`src/rtl/mul_div_unit.sv`:
```
// Iterative radix-2 multiply/divide unit for the RV M extension.
// One request in flight; a multi-cycle shift-add / restoring-division
// datapath with sign handling done on absolute values.
module mul_div_unit #(
    parameter int unsigned XLEN = 32,
    parameter int unsigned RD_W = 5
) (
    input  logic            clk,
    input  logic            rst,
    input  logic            flush,
    input  logic            in_valid,
    output logic            in_ready,
    input  logic [2:0]      op,
    input  logic [XLEN-1:0] src1,
    input  logic [XLEN-1:0] src2,
    input  logic [RD_W-1:0] rd_in,
    output logic            out_valid,
    input  logic            out_ready,
    output logic [XLEN-1:0] result,
    output logic [RD_W-1:0] rd_out,
    output logic            busy
);

    localparam int unsigned CNT_W = $clog2(XLEN) + 1;
    localparam logic [CNT_W-1:0] CNT_LAST = CNT_W'(XLEN - 1);
    localparam logic [XLEN-1:0] XMIN = {1'b1, {(XLEN-1){1'b0}}};

    typedef enum logic [1:0] {
        S_IDLE,
        S_BUSY,
        S_DONE
    } state_e;

    state_e            state_q, state_d;
    logic [XLEN-1:0]   result_q, result_d;
    logic [RD_W-1:0]   rd_q, rd_d;
    logic [2:0]        op_q, op_d;
    logic [XLEN-1:0]   a_q, a_d;      // multiplicand / divisor
    logic [XLEN-1:0]   acc_q, acc_d;  // product high half / partial remainder
    logic [XLEN-1:0]   lo_q, lo_d;    // multiplier -> product low half / dividend -> quotient
    logic              neg_q, neg_d;  // product / quotient sign
    logic              rneg_q, rneg_d;// remainder sign
    logic [CNT_W-1:0]  cnt_q, cnt_d;

    // Request decode and absolute-value operands.
    logic            is_div, s1_signed, s2_signed, s1_neg, s2_neg;
    logic [XLEN-1:0] abs1, abs2;

    // One datapath iteration, shared between multiply and divide.
    logic [XLEN:0]   mul_sum;
    logic [XLEN:0]   div_r, div_diff;
    logic [XLEN-1:0] iter_acc, iter_lo;

    // Final sign correction and result selection.
    logic [2*XLEN-1:0] prod, prod_fix;
    logic [XLEN-1:0]   quo_fix, rem_fix, final_res;

    assign in_ready  = (state_q == S_IDLE);
    assign out_valid = (state_q == S_DONE);
    assign busy      = (state_q != S_IDLE);
    assign result    = result_q;
    assign rd_out    = rd_q;

    // Decode signedness from op and form operand magnitudes.
    always_comb begin
        is_div    = op[2];
        s1_signed = is_div ? !op[0] : (op[1:0] != 2'b11);
        s2_signed = is_div ? !op[0] : !op[1];
        s1_neg    = s1_signed & src1[XLEN-1];
        s2_neg    = s2_signed & src2[XLEN-1];
        abs1      = s1_neg ? -src1 : src1;
        abs2      = s2_neg ? -src2 : src2;
    end

    // Single shift-add or restoring-division step, plus final result.
    always_comb begin
        mul_sum  = {1'b0, acc_q} + {1'b0, (lo_q[0] ? a_q : '0)};
        div_r    = {acc_q, lo_q[XLEN-1]};
        div_diff = div_r - {1'b0, a_q};
        if (op_q[2]) begin
            if (!div_diff[XLEN]) begin
                iter_acc = div_diff[XLEN-1:0];
                iter_lo  = {lo_q[XLEN-2:0], 1'b1};
            end else begin
                iter_acc = div_r[XLEN-1:0];
                iter_lo  = {lo_q[XLEN-2:0], 1'b0};
            end
        end else begin
            iter_acc = mul_sum[XLEN:1];
            iter_lo  = {mul_sum[0], lo_q[XLEN-1:1]};
        end

        prod     = {iter_acc, iter_lo};
        prod_fix = neg_q ? -prod : prod;
        quo_fix  = neg_q ? -iter_lo : iter_lo;
        rem_fix  = rneg_q ? -iter_acc : iter_acc;
        if (op_q[2]) begin
            final_res = op_q[1] ? rem_fix : quo_fix;
        end else if (op_q[1:0] == 2'b00) begin
            final_res = prod_fix[XLEN-1:0];
        end else begin
            final_res = prod_fix[2*XLEN-1:XLEN];
        end
    end

    // Next-state logic: accept, iterate, hold result until handshake.
    always_comb begin
        state_d  = state_q;
        result_d = result_q;
        rd_d     = rd_q;
        op_d     = op_q;
        a_d      = a_q;
        acc_d    = acc_q;
        lo_d     = lo_q;
        neg_d    = neg_q;
        rneg_d   = rneg_q;
        cnt_d    = cnt_q;

        unique case (state_q)
            S_IDLE: begin
                if (in_valid && !flush) begin
                    op_d   = op;
                    rd_d   = rd_in;
                    cnt_d  = '0;
                    neg_d  = s1_neg ^ s2_neg;
                    rneg_d = s1_neg;
                    acc_d  = '0;
                    if (is_div && (src2 == '0)) begin
                        result_d = op[1] ? src1 : '1;
                        state_d  = S_DONE;
                    end else if (is_div && !op[0] && (src1 == XMIN) && (src2 == '1)) begin
                        result_d = op[1] ? '0 : XMIN;
                        state_d  = S_DONE;
                    end else begin
                        a_d     = is_div ? abs2 : abs1;
                        lo_d    = is_div ? abs1 : abs2;
                        state_d = S_BUSY;
                    end
                end
            end
            S_BUSY: begin
                acc_d = iter_acc;
                lo_d  = iter_lo;
                if (cnt_q == CNT_LAST) begin
                    result_d = final_res;
                    state_d  = S_DONE;
                end else begin
                    cnt_d = cnt_q + CNT_W'(1);
                end
            end
            S_DONE: begin
                if (out_ready) begin
                    state_d = S_IDLE;
                end
            end
            default: state_d = S_IDLE;
        endcase

        if (flush) begin
            state_d = S_IDLE;
        end
    end

    // Control and visible outputs, cleared by synchronous reset.
    always_ff @(posedge clk) begin
        if (rst) begin
            state_q  <= S_IDLE;
            result_q <= '0;
            rd_q     <= '0;
        end else begin
            state_q  <= state_d;
            result_q <= result_d;
            rd_q     <= rd_d;
        end
    end

    // Datapath registers; only meaningful after an acceptance.
    always_ff @(posedge clk) begin
        op_q   <= op_d;
        a_q    <= a_d;
        acc_q  <= acc_d;
        lo_q   <= lo_d;
        neg_q  <= neg_d;
        rneg_q <= rneg_d;
        cnt_q  <= cnt_d;
    end

endmodule

```
`config.mk`:
```
export PLATFORM = sky130hd
export DESIGN_NAME = mul_div_unit
export DESIGN_NICKNAME = d
export VERILOG_FILES = /design/src/rtl/mul_div_unit.sv
export SDC_FILE = /design/constraint.sdc
export NUM_CORES = 1
export LEC_CHECK = 0
export BUFFER_PORTS_ARGS = -buffer_cell sky130_fd_sc_hd__buf_2
export CAP_MARGIN = 5
export CORE_AREA = 5 5 223 225
export DETAILED_ROUTE_END_ITERATION = 16
export DIE_AREA = 0 0 228 230
export PLACE_DENSITY = 0.49
export SLEW_MARGIN = 20
export SYNTH_ARGS = -nofsm -noshare
export SYNTH_HDL_FRONTEND = slang
export SYNTH_SLANG_ARGS = --single-unit
```
`constraint.sdc`:
```
create_clock -name clk -period 12.59 [get_ports clk]
set_clock_uncertainty 0.05 [all_clocks]
set_input_delay 1.259 -clock clk [delete_from_list [all_inputs] [get_ports clk]]
set_output_delay 1.259 -clock clk [all_outputs]
set_load 0.01 [all_outputs]
```
After elaboration in Yosys (flattened, before gate mapping)
Index checks and enable logic that the tools add are counted.
Word-level totals
  register bits: 146
  word-level logic and storage cells: 96
Cells by class
  add/subtract/negate cells: 8
  equality and inequality tests: 13
  muxes and demuxes: 39
  bitwise logic cells: 5
  reduce and logical (&&, ||, !) cells: 21
Operators with widths (number)
  two-way mux 32 bit: 23
  case mux 32 bit (2 select lines): 3
  negation 32 bit: 4
  == test 32 bit (second input constant): 2
  two-way mux 64 bit: 1
  negation 64 bit: 1
  adder 32 x 32 -> 33 bit: 1
  subtractor 33 x 32 -> 33 bit: 1
  logical NOT 32 bit: 1
  two-way mux 6 bit: 2
  case mux 6 bit (2 select lines): 1
  AND reduction 4 bit: 3
  two-way mux 2 bit: 5
  != test 2 bit (second input constant): 5
  adder 6 x 1 -> 6 bit (second input constant): 1
  == test 6 x 5 -> 1 bit (second input constant): 1
  case mux 2 bit (3 select lines): 1
  AND reduction 3 bit: 2
  logical AND 1 bit: 5
  logical NOT 2 bit: 2
  != test 2 x 1 -> 1 bit (second input constant): 2
  AND reduction 2 bit: 2
  nonzero test 2 bit: 2
  logical NOT 1 bit: 3
  8 further kinds: 12

Longest topological paths before layout
Gate-level depths: netlist of the first run.
  word-level depth: 9
  depth in mapped cells: 25

Worst setup path after synthesis of the first run
Ideal clock, no wire load.
  path type: input port to flip-flop
  start: in in_valid
  end: reg lo_q[0] (enable)
  library setup time: 0.470 ns
  data arrival time: 4.819 ns
  required time: 12.070 ns
  path slack: 7.251 ns
  stages: 4
  path buffers: 0
  path through: nor2b_1 > nand2_1 > nand2_1 > a21boi_0
Between the ends
  cells in the longest elaborated chain, start to end: 3
RTL lines
  from (decl): line 11  | input logic in_valid,
  logical AND 1 bit: line 121  | if (in_valid && !flush) begin
  != test 2 x 1 -> 1 bit (no line)
  AND reduction 4 bit (no line)
  to (signal assigned): line 182  | lo_q <= lo_d;
  to (decl): line 40  | logic [XLEN-1:0] lo_q, lo_d;
No other way between the ends.
A chain may end at the register's enable or synchronous reset.

Worst setup path in the final report of the first run
  start: reg lo_q[31]
  end: reg result_q[26], in the netlist result[26]
Between the ends
  cells in the longest elaborated chain, start to end: 9
  elaborated cells on any way between the ends: 16
  those cells by class: add/sub: 4; mux: 12
RTL lines
  subtractor 33 x 32 -> 33 bit: line 79  | div_diff = div_r - {1'b0, a_q};
  two-way mux 1 bit / two-way mux 32 bit (equally long branches): line 81  | if (!div_diff[XLEN]) begin
  two-way mux 32 bit: line 80  | if (op_q[2]) begin
  negation 64 bit, or another cell as far along: line 94  | prod_fix = neg_q ? -prod : prod;
  two-way mux 64 bit, or another cell as far along: line 94
  two-way mux 32 bit (on tied branches): line 99, 98
  two-way mux 32 bit (*): line 97  | if (op_q[2]) begin
  two-way mux 32 bit (*): line 144  | if (cnt_q == CNT_LAST) begin
  case mux 32 bit (2 select lines) (*): line 119  | unique case (state_q)
  to (signal assigned): line 172  | result_q <= result_d;
  to (decl): line 35  | logic [XLEN-1:0] result_q, result_d;
Mark *: on every way between the ends. The rest lies on a longest branch, timed or not. The select of a mux whose other input is x is not followed.

==> impl_summary.log, run 1 <==
INFO  metric fillers = 5040
INFO  metric antenna_cells_inserted = 0
INFO  metric slew_of_the_pin_with_the_lowest_slew_margin = between 1000 and 1500 ps
INFO  metric worstPathArrival = 7160 ps
INFO  metric synth_compound_area_share = between 20% and 30%
INFO  metric area_share_of_xor_xnor_cells_in_the_synthesized_design = around 9%
INFO  metric h-tree-depth = 4
INFO  metric syn-cell-area = 16440 sq um
INFO  metric clk_pin_slew = ~70 ps
INFO  metric crit_required = 12860 ps
INFO  metric synth.area.mux_share = 5.945%
INFO  metric worst_hold_path.endpoint = result[1]
INFO  metric ys_seq_elements = 146
INFO  metric avgSynthCellArea = roughly 7.7 sq um
INFO  metric core-area = 47350 sq um
INFO  metric postCtsSetupRepairBufs = 0
INFO  metric final-setup-viol-count = 0
INFO  metric tritoncts_clock_tree = done
INFO  metric synth-edff-count = 107
INFO  metric reg2reg_slack = 5700 ps
INFO  metric drv_slew = 0
INFO  metric routed-via-count = ~17k
INFO  metric clk_root_buffer_cell = sky130_fd_sc_hd__clkbuf_16
INFO  metric hold_path.startpoint = result[1]
INFO  metric power.density = 101.4 nW/um^2
INFO  metric synthesis.yosys.warnings = 0
INFO  metric nNetsFinal = between 2k and 2.5k
INFO  metric achievable-frequency = around 150 MHz
INFO  metric postCtsHoldBufs = 0
INFO  metric avgRoutedWirePerCell = 25.61 um
INFO  metric starting_utilization_of_the_core_area = 34.72%
INFO  metric period_minus_slack = 6891 ps
INFO  metric dp_hpwl = ~56 mm
INFO  metric final_cell_mix = sky130_fd_sc_hd__nor2_1, sky130_fd_sc_hd__nand2_1, sky130_fd_sc_hd__a21oi_1
INFO  metric synthesis.instances = between 2k and 2.5k
INFO  metric seq_area_frac_synth = between 20% and 30%
INFO  metric antenna_found_initial = 5
INFO  metric dieArea = around 52000 sq um
INFO  metric timing.hold.worst.class = register to register
INFO  metric remaining_drc_errors = 0
INFO  metric outcome = finished clean
INFO  metric post_route_cells_drive_above_1_share = 11.86%
INFO  metric row_count = 80
INFO  metric die_height = 230 um
INFO  metric crit-reg2reg-launch = lo_q[31]
INFO  metric place.gp.congestion = 0.9878
INFO  metric placed_cells_incl_taps = 2765
INFO  metric via_per_inst = 6.038
INFO  metric synth_area_in_simple_gates = ~23%
INFO  metric hold_viol = 0
INFO  metric worst_hold_path.num_cells = 2
INFO  metric tritoncts_num_sinks = 146
INFO  metric globalRouteTotalUtil = a little over a quarter
INFO  metric port_buffers = 116
INFO  metric post-route-worst-setup-slack = about 5700 ps
INFO  metric post_layout_nonfiller_instances = 2798
INFO  metric first_global_vias = between 15k and 20k
INFO  metric postSynth.topFlopCell = sky130_fd_sc_hd__edfxtp_1
INFO  metric async_set_or_reset_flop_fraction_in_the_synthesized_netlist = 0%
INFO  metric cts_made_buffers = 17
INFO  metric vdd_ir_drop_max = 0.1046 mV
INFO  metric cts_resized = 0
INFO  metric cp-start-kind = register
INFO  metric post-route-util = 38.28%
INFO  metric drt-total-wl = 71.66 mm
INFO  metric timing.max_slew.rel_slack = 20.02%
INFO  metric insertion_delay = ~470 ps
INFO  metric synth_fp_nets = 2271
INFO  metric cts_max_path_buffers = 2
INFO  metric dp_worst_setup_slack = 5937 ps
INFO  metric area_growth_syn_to_layout = 10.27%
INFO  metric antenna_violating_nets_post_route = 0
INFO  metric num_io_pins = 117
INFO  metric design_power_total = 1.838 mW
INFO  metric finalSetupTns = 0 ps
INFO  metric r2r.worst_path.cells = 23
INFO  metric final_min_period_over_clock_period = 54.73%
INFO  metric grt_max_degree = approximately 140
INFO  metric critical_path_peak_fanout = 23
INFO  metric chipWidth = 228 um
INFO  metric grt_setup_unrepaired = no
INFO  metric reg2reg_to = result[26]
INFO  metric timing.max_cap.violations = 0
INFO  metric first_pass_grt_wire_length = 105.8 mm
INFO  metric p_leak = 6.907 nW
INFO  metric timing.critical_path.to_type = register
INFO  metric synth-adder-area-share = 5.572%
INFO  metric detail_route.first_pass.iterations = 5
INFO  metric mostFrequentLayoutCell = sky130_fd_sc_hd__nor2_1
INFO  metric synth_top_family_by_area = compound AO/OA/AOI/OAI gates
INFO  metric critical_path_class = register to register
INFO  metric synth.lib_cells_used.distinct = 108
INFO  metric grt-ovfl-total = 0
INFO  metric initialDrtViolationCount = 1395
-- sequential cells by signal, indices dropped and copies added (netlist names) --
register / cells
neg_q: 1
a_q: 32
rneg_q: 1
lo_q: 32
state_q: 2
rd_out: 5
result: 32
cnt_q: 6
op_q: 3
acc_q: 32
-- cell families after synthesis --
| group | Yosys count |
|---|---|
| simple gates | 769 |
| buf+inv | 192 |
| flops | 146 |
| compound gates | 680 |
| fa+ha+maj | 72 |
| mux | 96 |
| xor+xnor | 167 |
-- through the flow --
step | hold slack, ps | area (sq um)
global placement | 389.3 | 17550
floorplan | 419.5 | 16440
CTS | 406.1 | 18110
finish | 401.7 | 18120
global route | 413.8 | 18120
detailed placement | 396.6 | 17550
-- routing by layer --
layer | vias up | GRT usage (%) | share of wire (%)
met2 | 623 | 43.62 | 46
li1 | 8004 | - | -
met1 | 8164 | 35.50 | 45
met5 | - | 0 | 0
met4 | 0 | 8.962 | 3.3
met3 | 103 | 2.985 | 6.1
-- synth_stat cells (all sizes together), types with 11 or more instances --
| library cell | n | area [sq um] |
|---|---|---|
| xnor2 | 99 | 867.1 |
| nand4 | 43 | 290.3 |
| o41ai | 14 | 130.1 |
| o211ai | 30 | 225.2 |
| and2 | 59 | 369.1 |
| clkbuf | 69 | 260.2 |
| and3 | 15 | 93.84 |
| o21ai | 159 | 818.3 |
| nor2b | 17 | 106.4 |
| o221ai | 11 | 102.6 |
| a31oi | 26 | 175.2 |
| mux2 | 13 | 146.4 |
| inv | 73 | 274.0 |
| nand3 | 37 | 195.2 |
| o21a | 12 | 90.09 |
| a21o | 30 | 225.2 |
| ha | 70 | 875.8 |
| nor3 | 68 | 356.6 |
| a311oi | 14 | 122.6 |
| nor2 | 225 | 849.6 |
| xor2 | 68 | 595.6 |
| a221oi | 13 | 132.6 |
| or3 | 20 | 130.1 |
| mux2i | 83 | 830.8 |
| edfxtp | 107 | 3213 |
| buf | 47 | 222.7 |
| a211oi | 25 | 205.2 |
| a21oi | 203 | 1046 |
| a2111oi | 11 | 115.1 |
| nand2 | 210 | 790.8 |
| dfxtp | 39 | 780.8 |
| nor4 | 18 | 140.1 |
| o31ai | 36 | 307.8 |
| nand2b | 16 | 100.1 |
-- report_power, final --
group / leakage [nW] / internal (mW) / switching, mW
Combinational: 5.29 / 0.249 / 0.496
Sequential: 1.33 / 0.556 / 0.0305
Clock: 0.281 / 0.277 / 0.230
-- worst max-delay path, cell delays in order, from the launching register on --
cell and delay [ps]:
sky130_fd_sc_hd__edfxtp_1 460, sky130_fd_sc_hd__inv_1 90, sky130_fd_sc_hd__ha_1 150, sky130_fd_sc_hd__inv_1 50
sky130_fd_sc_hd__fa_1 460, sky130_fd_sc_hd__a211oi_4 380, sky130_fd_sc_hd__nor4_4 100, sky130_fd_sc_hd__o21a_1 250
sky130_fd_sc_hd__o21ai_4 270, sky130_fd_sc_hd__nand3_2 540, sky130_fd_sc_hd__nand3_1 480, sky130_fd_sc_hd__nand2_1 150
sky130_fd_sc_hd__inv_1 80, sky130_fd_sc_hd__ha_1 170, sky130_fd_sc_hd__o211ai_1 110, sky130_fd_sc_hd__or2_2 360
sky130_fd_sc_hd__nor3_1 550, sky130_fd_sc_hd__nand3_1 390, sky130_fd_sc_hd__nor2_1 580, sky130_fd_sc_hd__nand2_1 260
sky130_fd_sc_hd__o31ai_1 350, sky130_fd_sc_hd__xor2_1 110, sky130_fd_sc_hd__a221oi_1 270, sky130_fd_sc_hd__nor3_1 70
-- cell type report --
class | instances | area (sq um) | share of cell area, %
Clock inverter | 10 | 72.57 | 0.4004
Inverter | 76 | 285.3 | 1.574
Multi-Input combinational cell | 1784 | 11700 | 64.54
Tap cell | 615 | 769.5 | 4.245
Clock buffer | 22 | 486.7 | 2.685
Sequential cell | 146 | 3994 | 22.04
Timing Repair Buffer | 145 | 818.3 | 4.515
-- worst max path at each step --
stage,to,from,depth (start not counted)
final,result[26],lo_q[31],23
after global routing,result[26],lo_q[31],23
after CTS,result[26],lo_q[31],23
after detailed placement,result[26],lo_q[31],23
after global placement,result[26],lo_q[31],23
after floorplan,lo_q[0],in_valid,4
No activity file was read; power rests on OpenSTA's default activity.
==> inputs of run 2 (changes only) <==
Clock period 12.59 ns to 7.05 ns, I/O delays scaled along.
==> impl_summary.log, run 2 (synthesized netlist as in run 1, its figures left out) <==
INFO  metric port_buffers = 116 (unchanged)
INFO  metric drt-total-wl = 71.10 mm (was 71.66 mm)
INFO  metric cpLargestDelayFamily = simple AND/OR/NAND/NOR gates (unchanged)
INFO  metric critical-path-slowest-cell = sky130_fd_sc_hd__nor2_1 (unchanged)
INFO  metric worst_hold_path.num_cells = 2 (unchanged)
INFO  metric critical_path_peak_fanout = 9 (was 23)
INFO  metric crit_required = 7320 ps (was 12860 ps)
INFO  metric placed_cells_incl_taps = 2779 (was 2765)
INFO  metric antenna_found_initial = 7 (was 5)
INFO  metric outcome = finished clean (unchanged)
INFO  metric core-area = 47350 sq um (unchanged)
INFO  metric post_layout_nonfiller_instances = 2814 (was 2798)
INFO  metric final_min_period_over_clock_period = 89.20% (was 54.73%)
INFO  metric first_pass_grt_wire_length = 106.0 mm (was 105.8 mm)
INFO  metric remaining_drc_errors = 0 (unchanged)
INFO  metric insertion_delay = 460 ps (was 470 ps)
INFO  metric post_route_cells_drive_above_1_share = 12.48% (was 11.86%)
INFO  metric chipWidth = 228 um (unchanged)
INFO  metric post-route-util = 38.47% (was 38.28%)
INFO  metric drv_slew = 0 (unchanged)
INFO  metric avgRoutedWirePerCell = 25.27 um (was 25.61 um)
INFO  metric slowest_delay = 670 ps (was 580 ps)
INFO  metric reg2reg_slack = 760 ps (was 5700 ps)
INFO  metric first_global_vias = 16.51k (was 16.27k)
INFO  metric dp_hpwl = 56.58 mm (was 56.43 mm)
INFO  metric clk_pin_slew = 70 ps (about the same)
INFO  metric worstPathArrival = 6550 ps (was 7160 ps)
INFO  metric power.density = 180.5 nW/um^2 (was 101.4 nW/um^2)
INFO  metric cts_made_buffers = 17 (unchanged)
INFO  metric cts_resized = 0 (unchanged)
INFO  metric timing.max_cap.violations = 0 (unchanged)
INFO  metric detail_route.first_pass.iterations = 5 (unchanged)
INFO  metric final-setup-viol-count = 0 (unchanged)
INFO  metric routed-via-count = 16.95k (was 16.89k)
INFO  metric postCtsSetupRepairBufs = 0 (unchanged)
INFO  metric finalSetupTns = 0 ps (unchanged)
INFO  metric starting_utilization_of_the_core_area = 34.72% (unchanged)
INFO  metric crit-reg2reg-launch = acc_q[9] (was lo_q[31])
INFO  metric slew_of_the_pin_with_the_lowest_slew_margin = 1064 ps (was 1187 ps)
INFO  metric dieArea = 52440 sq um (unchanged)
INFO  metric p_leak = 6.962 nW (was 6.907 nW)
INFO  metric hold_path.startpoint = result[1] (unchanged)
INFO  metric finalHoldWorstSlack = 401.0 ps (was 401.7 ps)
INFO  metric via_per_inst = 6.023 (was 6.038)
INFO  metric cp-start-kind = register (unchanged)
INFO  metric tritoncts_num_sinks = 146 (unchanged)
INFO  metric cts_max_path_buffers = 2 (unchanged)
INFO  metric worstPathCellList = ha_1 > nand4_1 > o41ai_2 > a31oi_2 > a21boi_4 > o21ai_2 > nand3_1 > nand2_1 > inv_1 > ha_1 > o211ai_1 > or2_2 > nor3_1 > buf_4 > nand3_1 > nor2_1 > nand2_1 > o31ai_1 > xor2_1 > a221oi_1 > nor3_1 (was inv_1 > ha_1 > inv_1 > fa_1 > a211oi_4 > nor4_4 > o21a_1 > o21ai_4 > nand3_2 > nand3_1 > nand2_1 > inv_1 > ha_1 > o211ai_1 > or2_2 > nor3_1 > nand3_1 > nor2_1 > nand2_1 > o31ai_1 > xor2_1 > a221oi_1 > nor3_1)
INFO  metric hold_viol = 0 (unchanged)
INFO  metric h-tree-depth = 4 (unchanged)
INFO  metric achievable-frequency = 159.0 MHz (was 145.1 MHz)
INFO  metric postCtsHoldBufs = 0 (unchanged)
INFO  metric mostFrequentLayoutCell = sky130_fd_sc_hd__nor2_1 (unchanged)
INFO  metric nNetsFinal = 2332 (was 2319)
INFO  metric num_io_pins = 117 (unchanged)
INFO  metric die_height = 230 um (unchanged)
INFO  metric row_count = 80 (unchanged)
INFO  metric timing.hold.worst.class = register to register (unchanged)
INFO  metric place.gp.congestion = 0.9770 (was 0.9878)
INFO  metric r2r.worst_path.cells = 21 (was 23)
INFO  metric timing.critical_path.to_type = register (unchanged)
INFO  metric grt-ovfl-total = 0 (unchanged)
INFO  metric final_cell_mix = sky130_fd_sc_hd__nor2_1, sky130_fd_sc_hd__nand2_1, sky130_fd_sc_hd__a21oi_1 (unchanged)
INFO  metric critical_path_class = register to register (unchanged)
INFO  metric clk_root_buffer_cell = sky130_fd_sc_hd__clkbuf_16 (unchanged)
INFO  metric antenna_violating_nets_post_route = 0 (unchanged)
INFO  metric tritoncts_clock_tree = done (unchanged)
INFO  metric initialDrtViolationCount = 1488 (was 1395)
INFO  metric worst_hold_path.endpoint = result[1] (unchanged)
INFO  metric critical_path_buf_inv_count = 2 (was 3)
INFO  metric area_growth_syn_to_layout = 10.81% (was 10.27%)
INFO  metric timing.max_slew.rel_slack = 28.91% (was 20.02%)
INFO  metric reg2reg_to = result[26] (unchanged)
INFO  metric grt_max_degree = 58 (was 136)
INFO  metric vdd_ir_drop_max = 0.1863 mV (was 0.1046 mV)
INFO  metric globalRouteTotalUtil = 26.11% (was 26.21%)
INFO  metric fillers = 4979 (was 5040)
INFO  metric grt_setup_unrepaired = no (unchanged)
INFO  metric period_minus_slack = 6288 ps (was 6891 ps)
run 2: worst max-delay path by stage:
stage | start | end | cells past startpoint
after floorplan | lo_q[31] | result[28] | 25
after global placement | lo_q[31] | result[26] | 24
after detailed placement | acc_q[9] | result[26] | 21
after CTS | acc_q[9] | result[26] | 21
after global routing | acc_q[9] | result[26] | 21
final | acc_q[9] | result[26] | 21
run 2: worst min-delay path, cell delays in order (launching register included):
cell,delay (ps)
sky130_fd_sc_hd__dfxtp_1,310
sky130_fd_sc_hd__nand2_1,50
sky130_fd_sc_hd__a21oi_1,50
run 2: area by class of cell:
| cell class | count | area [sq um] | area share (%) |
|---|---|---|---|
| multi-input cells | 1784 | 11700 | 64.23 |
| flip-flops and latches | 146 | 3994 | 21.93 |
| repair buffers | 158 | 895.9 | 4.919 |
| well taps | 615 | 769.5 | 4.225 |
| clock buffers | 20 | 467.9 | 2.569 |
| inverters | 76 | 285.3 | 1.566 |
| clock inverters | 12 | 95.09 | 0.5221 |
| diodes | 3 | 7.507 | 0.04122 |
run 2: power by group:
part	leakage [nW]	switching [mW]	total, mW	internal (mW)
registers	1.33	0.0525	1.04	0.992
clock network	0.283	0.419	0.905	0.486
logic	5.35	0.887	1.34	0.450
run 2: per-layer routing:
layer / share of wire (%) / vias to the layer above / track usage [%]
met3: 5.5 / 94 / 2.911
met5: 0 / - / 0
met1: 45 / 8162 / 35.20
met2: 47 / 655 / 43.62
li1: - / 8037 / -
met4: 3.2 / 0 / 9.113
run 2: through the flow:
stage | setup WS [ps] | area [sq um] | power [mW]
after global placement | 1016 | 17640 | 2.368
final | 761.8 | 18210 | 3.287
after global routing | 527.9 | 18210 | 3.449
after detailed placement | 959.2 | 17640 | 2.370
after floorplan | 1994 | 16440 | 1.923
after CTS | 920.4 | 18210 | 3.281
